## src/rtl/sl_cmd_dispatch.sv

```systemverilog
// Far-side command dispatcher: pops {modifier, payload} words, applies them to the
// config/channel/status registers or the SL transmitter, and echoes changes plus RX words back.
module sl_cmd_dispatch #(
   parameter int CONFIG_REG_WIDTH  = 16,
   parameter int STATUS_REG_WIDTH  = 16,
   parameter int CHANNEL_REG_WIDTH = 2,
   parameter int TX_TIMEOUT        = 1024
) (
   input  logic                         pclk,
   input  logic                         preset_n,
   input  logic                         cmd_empty,
   input  logic [33:0]                  cmd_data,
   output logic                         cmd_inc,
   input  logic                         ret_full,
   output logic [33:0]                  ret_data,
   output logic                         ret_inc,
   output logic [31:0]                  tx_data,
   output logic                         tx_valid,
   input  logic                         tx_ready,
   input  logic [31:0]                  rx_data,
   input  logic                         rx_valid,
   input  logic                         rx_err,
   output logic [CONFIG_REG_WIDTH-1:0]  config_out,
   output logic [CHANNEL_REG_WIDTH-1:0] channel_out
);

   localparam int CNT_W = $clog2(TX_TIMEOUT);
   localparam logic [1:0] MOD_CONFIG  = 2'd0;
   localparam logic [1:0] MOD_DATA    = 2'd1;
   localparam logic [1:0] MOD_STATUS  = 2'd2;
   localparam logic [1:0] MOD_CHANNEL = 2'd3;

   typedef enum logic [1:0] {IDLE, EXEC, TX_WAIT, PUSH} state_t;

   state_t                         state, state_n;
   logic [33:0]                    cmd_q, cmd_q_n;
   logic                           cmd_inc_n, ret_inc_n, tx_valid_n;
   logic [33:0]                    ret_data_n;
   logic [31:0]                    tx_data_n;
   logic [CONFIG_REG_WIDTH-1:0]    config_r, config_n;
   logic [CHANNEL_REG_WIDTH-1:0]   channel_r, channel_n;
   logic                           tx_busy, tx_busy_n;
   logic                           rx_overflow, rx_overflow_n;
   logic                           rx_error, rx_error_n;
   logic                           tx_timeout, tx_timeout_n;
   logic                           hold_full, hold_full_n;
   logic [31:0]                    hold_word, hold_word_n;
   logic                           dirty, dirty_n, dirty_clr, dirty_force;
   logic [CNT_W-1:0]               cnt, cnt_n;
   logic [4:0]                     status_bits, status_bits_n;
   logic [STATUS_REG_WIDTH-1:0]    status_word;
   logic                           push_now, hold_clear;

   assign status_bits = {tx_timeout, rx_error, rx_overflow, hold_full, tx_busy};
   assign status_word = STATUS_REG_WIDTH'(status_bits);
   assign config_out  = config_r;
   assign channel_out = channel_r;
   assign push_now    = (state == PUSH) && !ret_full;
   assign hold_clear  = push_now && (ret_data[33:32] == MOD_DATA);

   always_comb begin
      state_n       = state;
      cmd_q_n       = cmd_q;
      cmd_inc_n     = 1'b0;
      ret_inc_n     = 1'b0;
      ret_data_n    = ret_data;
      tx_data_n     = tx_data;
      tx_valid_n    = tx_valid;
      config_n      = config_r;
      channel_n     = channel_r;
      tx_busy_n     = tx_busy;
      rx_overflow_n = rx_overflow;
      rx_error_n    = rx_error;
      tx_timeout_n  = tx_timeout;
      hold_full_n   = hold_full;
      hold_word_n   = hold_word;
      cnt_n         = cnt;
      dirty_clr     = 1'b0;
      dirty_force   = 1'b0;

      case (state)
         IDLE: begin
            if (hold_full) begin
               ret_data_n = {MOD_DATA, hold_word};
               state_n    = PUSH;
            end else if (dirty) begin
               // Snapshot taken now; later status changes re-arm dirty for another push.
               ret_data_n = {MOD_STATUS, 32'(status_word)};
               dirty_clr  = 1'b1;
               state_n    = PUSH;
            end else if (!cmd_empty) begin
               cmd_inc_n = 1'b1;
               cmd_q_n   = cmd_data;
               state_n   = EXEC;
            end
         end
         EXEC: begin
            case (cmd_q[33:32])
               MOD_CONFIG: begin
                  config_n   = cmd_q[CONFIG_REG_WIDTH-1:0];
                  ret_data_n = {MOD_CONFIG, 32'(cmd_q[CONFIG_REG_WIDTH-1:0])};
                  state_n    = PUSH;
               end
               MOD_CHANNEL: begin
                  channel_n  = cmd_q[CHANNEL_REG_WIDTH-1:0];
                  ret_data_n = {MOD_CHANNEL, 32'(cmd_q[CHANNEL_REG_WIDTH-1:0])};
                  state_n    = PUSH;
               end
               MOD_STATUS: begin
                  if (cmd_q[2]) rx_overflow_n = 1'b0;
                  if (cmd_q[3]) rx_error_n    = 1'b0;
                  if (cmd_q[4]) tx_timeout_n  = 1'b0;
                  dirty_force = 1'b1;
                  state_n     = IDLE;
               end
               default: begin
                  tx_data_n  = cmd_q[31:0];
                  tx_valid_n = 1'b1;
                  tx_busy_n  = 1'b1;
                  cnt_n      = '0;
                  state_n    = TX_WAIT;
               end
            endcase
         end
         TX_WAIT: begin
            if (tx_valid && tx_ready) begin
               tx_valid_n = 1'b0;
               tx_busy_n  = 1'b0;
               state_n    = IDLE;
            end else if (cnt == CNT_W'(TX_TIMEOUT - 1)) begin
               tx_valid_n   = 1'b0;
               tx_busy_n    = 1'b0;
               tx_timeout_n = 1'b1;
               state_n      = IDLE;
            end else begin
               cnt_n = cnt + CNT_W'(1);
            end
         end
         default: begin
            if (push_now) begin
               ret_inc_n = 1'b1;
               state_n   = IDLE;
            end
         end
      endcase

      // RX events come last so a new sticky event beats a W1C in the same cycle.
      if (rx_valid) begin
         if (!hold_full || hold_clear) begin
            hold_word_n = rx_data;
            hold_full_n = 1'b1;
         end else begin
            rx_overflow_n = 1'b1;
         end
      end else if (hold_clear) begin
         hold_full_n = 1'b0;
      end
      if (rx_err) rx_error_n = 1'b1;

      status_bits_n = {tx_timeout_n, rx_error_n, rx_overflow_n, hold_full_n, tx_busy_n};
      dirty_n = (dirty && !dirty_clr) || dirty_force || (status_bits_n != status_bits);
   end

   always_ff @(posedge pclk or negedge preset_n) begin
      if (!preset_n) begin
         state       <= IDLE;
         cmd_q       <= '0;
         cmd_inc     <= 1'b0;
         ret_inc     <= 1'b0;
         ret_data    <= '0;
         tx_data     <= '0;
         tx_valid    <= 1'b0;
         config_r    <= '0;
         channel_r   <= '0;
         tx_busy     <= 1'b0;
         rx_overflow <= 1'b0;
         rx_error    <= 1'b0;
         tx_timeout  <= 1'b0;
         hold_full   <= 1'b0;
         hold_word   <= '0;
         dirty       <= 1'b0;
         cnt         <= '0;
      end else begin
         state       <= state_n;
         cmd_q       <= cmd_q_n;
         cmd_inc     <= cmd_inc_n;
         ret_inc     <= ret_inc_n;
         ret_data    <= ret_data_n;
         tx_data     <= tx_data_n;
         tx_valid    <= tx_valid_n;
         config_r    <= config_n;
         channel_r   <= channel_n;
         tx_busy     <= tx_busy_n;
         rx_overflow <= rx_overflow_n;
         rx_error    <= rx_error_n;
         tx_timeout  <= tx_timeout_n;
         hold_full   <= hold_full_n;
         hold_word   <= hold_word_n;
         dirty       <= dirty_n;
         cnt         <= cnt_n;
      end
   end

endmodule

```

## config.mk

```make
export PLATFORM = sky130hd
export DESIGN_NAME = sl_cmd_dispatch
export DESIGN_NICKNAME = d
export VERILOG_FILES = /design/src/rtl/sl_cmd_dispatch.sv
export SDC_FILE = /design/constraint.sdc
export NUM_CORES = 1
export LEC_CHECK = 0
export ABC_AREA = 1
export CAP_MARGIN = 20
export CORE_MARGIN = 4
export CORE_UTILIZATION = 40
export DETAILED_ROUTE_END_ITERATION = 8
export HOLD_SLACK_MARGIN = 0.03
export PLACE_DENSITY_LB_ADDON = 0.05
export SYNTH_ARGS = -nofsm -noshare
export SYNTH_HDL_FRONTEND = slang
export SYNTH_SLANG_ARGS = --single-unit
```

## constraint.sdc

```tcl
create_clock -name pclk -period 2.68 [get_ports pclk]
set_clock_uncertainty 0.2 [all_clocks]
set_input_delay 0.67 -clock pclk [delete_from_list [all_inputs] [get_ports pclk]]
set_output_delay 0.67 -clock pclk [all_outputs]
set_load 0.1 [all_outputs]
```

==> flow_summary.ini <==
[timing]
rsz0062_at_grt = false
slew_headroom_pct = 52.65
fin_crit_ns = 2.402
post-route-period-util_pct = 89.63
drv_slew = 0
worstMarginPinSlew_ns = 0.7094
hold_viol = 0
setup_tns_ns = 0
fmax_mhz = 416.3
setup_viol = 0

[detailed_routing]
drtAntennaViolNets = 0
top_layer = met5
wl_met1_um = 7808
wl_met3_um = 1300
route.met2.wl_um = 8532
firstDrtPassIters = 4
drt_iter0_drc = 264
vias_per_cell = 4.755
dr_total_vias = 5620
drc = 0
wl_um = 17830
wire_per_inst_um = 15.08

[cts]
cts.htree.levels = 4
cts_resized = 0
clockBufferDepth = 2
cts.reportedPaths.clkPinSlew_ns = 0.07
cts_buffers = 17
tritoncts = built
cts-root-buf = clkbuf_16
ctsHoldBuffers = 0
clk_latency_ns = 0.42
clock_sinks = 171
cts_setup_buffers = 0

[yosys]
syn-cell-area_sq_um = 7112
ys_seq_elements = 171
yosys_warnings = 0
synth_fp_nets = 866
netlist_instances = 782
syn_avg_cell_area_sq_um = 9.094
synth_cell_types = 27
ys_seq_area_share_pct = 60.17

[placed_design]
placed_cell_area_sq_um = 8827
gp_congestion = 0.8060
dp.cells = 1150
port-buffer-count = 159
hpwlAfterDp_um = 12830

[layout]
stdcell_area_sq_um = 9423
antenna_cells = 0
drive_gt1_share_pct = 17.24
stdcell_count = 1182
nets = 1028
fin_util_pct = 54.29
syn2layout_area_growth_pct = 32.49

[die]
die_x_um = 141.3
start_util_pct = 40.97
pin_count = 160
die_h_um = 141.3
rows = 48
core_sq_um = 17360
die_area_sq_um = 19980

[global_route]
overflow = 0
antenna_found_initial = 2
grt_pass1_vias = 5929
grt_max_degree = 57
grt_pass1_wl_um = 29480
grt_use_total_pct = 18.51

[worst_hold_path]
min_path_type = in2async

[status]
status = complete, no violations

[worst_setup_path]
cp_data_required_time_ns = 2.78
cp-end-kind = register
worst_ep_arrival_time_ns = 2.51
critPathMaxFanout = 38
r2r_slack_ns = 0.28
critPathLaunchType = register
critPathKind = reg2reg

[flow_run]
drv_cap = 0
-- synthesized netlist by cell type (all sizes together) --
cell / number / area (sq um)
buf: 14 / 90.08
o21a: 2 / 15.01
clkbuf: 21 / 78.83
clkinv: 1 / 3.750
ha: 11 / 137.6
o21ai: 81 / 405.4
nand3: 34 / 170.2
a22oi: 2 / 15.01
nand3b: 2 / 15.01
o21bai: 1 / 7.510
a21boi: 1 / 7.510
or2: 2 / 15.02
inv: 65 / 244.0
mux2: 19 / 214.0
nand2: 286 / 1074
dfrtp: 171 / 4279
xor2: 2 / 17.52
nor2: 31 / 118.9
a21oi: 17 / 85.08
nand4: 7 / 43.79
o22ai: 12 / 75.07
-- cell families after synthesis --
| logic type | Yosys count | share of synthesized area, % |
|---|---|---|
| simple gates | 362 | 20.20 |
| buf+inv | 101 | 5.858 |
| flops | 171 | 60.17 |
| mux | 19 | 3.009 |
| fa+ha+maj | 11 | 1.935 |
| xor+xnor | 2 | 0.2464 |
| compound gates | 116 | 8.585 |
-- layer usage --
layer / vias up / track usage [%]
met2: 126 / 30.00
li1: 2810 / -
met1: 2666 / 23.70
met5: - / 0
met4: 4 / 4.437
met3: 14 / 6.943
-- critical path, cell delays in order (launching register included) --
cell	delay (ns)
dfrtp_1	0.39
inv_1	0.09
ha_1	0.27
inv_2	0.08
or2_4	0.10
or2_1	0.08
nand2_1	0.05
nor2_2	0.55
inv_2	0.10
buf_12	0.20
nand2_1	0.06
o21ai_0	0.08
-- through the flow --
| stage | setup WS [ns] | hold slack (ns) |
|---|---|---|
| 4_1_cts | 0.2590 | 0.03162 |
| 3_5_place_dp | 0.2567 | 0.2552 |
| 2_1_floorplan | 0.3136 | 0.1744 |
| 3_3_place_gp | 0.2823 | 0.2521 |
| 6_report | 0.2779 | 0.01470 |
| 5_1_grt | 0.05748 | 0.05519 |
-- worst paths after layout --
| kind | end | cells after the start | start |
|---|---|---|---|
| worst max-delay path | ret_data[4] | 11 | state[1] |
| max in group asynchronous | tx_data[1] | 2 | preset_n |
| worst min-delay path | cnt[3] | 1 | preset_n |
| worst max register to register | ret_data[4] | 11 | state[1] |
| worst min register to register | tx_data[17] | 2 | cmd_q[17] |
| min in group pclk | tx_data[17] | 2 | cmd_q[17] |
-- cells in the final DEF, fill, tap and decap left out --
cell type / instances
o21ai_0: 81
nand3b_1: 2
inv_8: 1
clkinv_4: 5
clkinv_2: 4
inv_2: 3
o21a_1: 2
buf_6: 1
clkinvlp_4: 1
clkbuf_8: 2
nand2_1: 285
bufinv_16: 2
a22oi_1: 2
a21oi_1: 17
buf_4: 100
nand4_1: 7
nor2_2: 1
buf_12: 6
nand2_2: 1
ha_1: 11
clkinv_1: 1
mux2_2: 19
o22ai_1: 12
o21bai_1: 1
or2_4: 1
clkbuf_16: 17
nor2_1: 29
inv_1: 62
a21boi_0: 1
clkdlybuf4s50_1: 71
or2_1: 1
nand3_1: 34
xor2_1: 2
nor2_4: 1
dfrtp_1: 171
-- cell type report --
| class | instances | area, sq um |
|---|---|---|
| Timing Repair Buffer | 178 | 1593 |
| Clock buffer | 19 | 452.9 |
| Multi-Input combinational cell | 510 | 2426 |
| Clock inverter | 13 | 142.6 |
| Tap cell | 225 | 281.5 |
| Fill cell | 1589 | 7934 |
| Sequential cell | 171 | 4279 |
| Inverter | 66 | 247.7 |
-- state kept, by name (all words and copies together) (netlist names) --
signal	count
rx_overflow	1
ret_inc	1
state	2
cmd_inc	1
cnt	10
rx_error	1
tx_busy	1
tx_timeout	1
cmd_q	34
config_out	16
channel_out	2
tx_valid	1
hold_full	1
hold_word	32
ret_data	34
tx_data	32
dirty	1
Power is left out: the tool's default activity adds up to more than one toggle a clock period on the data nets, which glitch-free logic cannot reach.
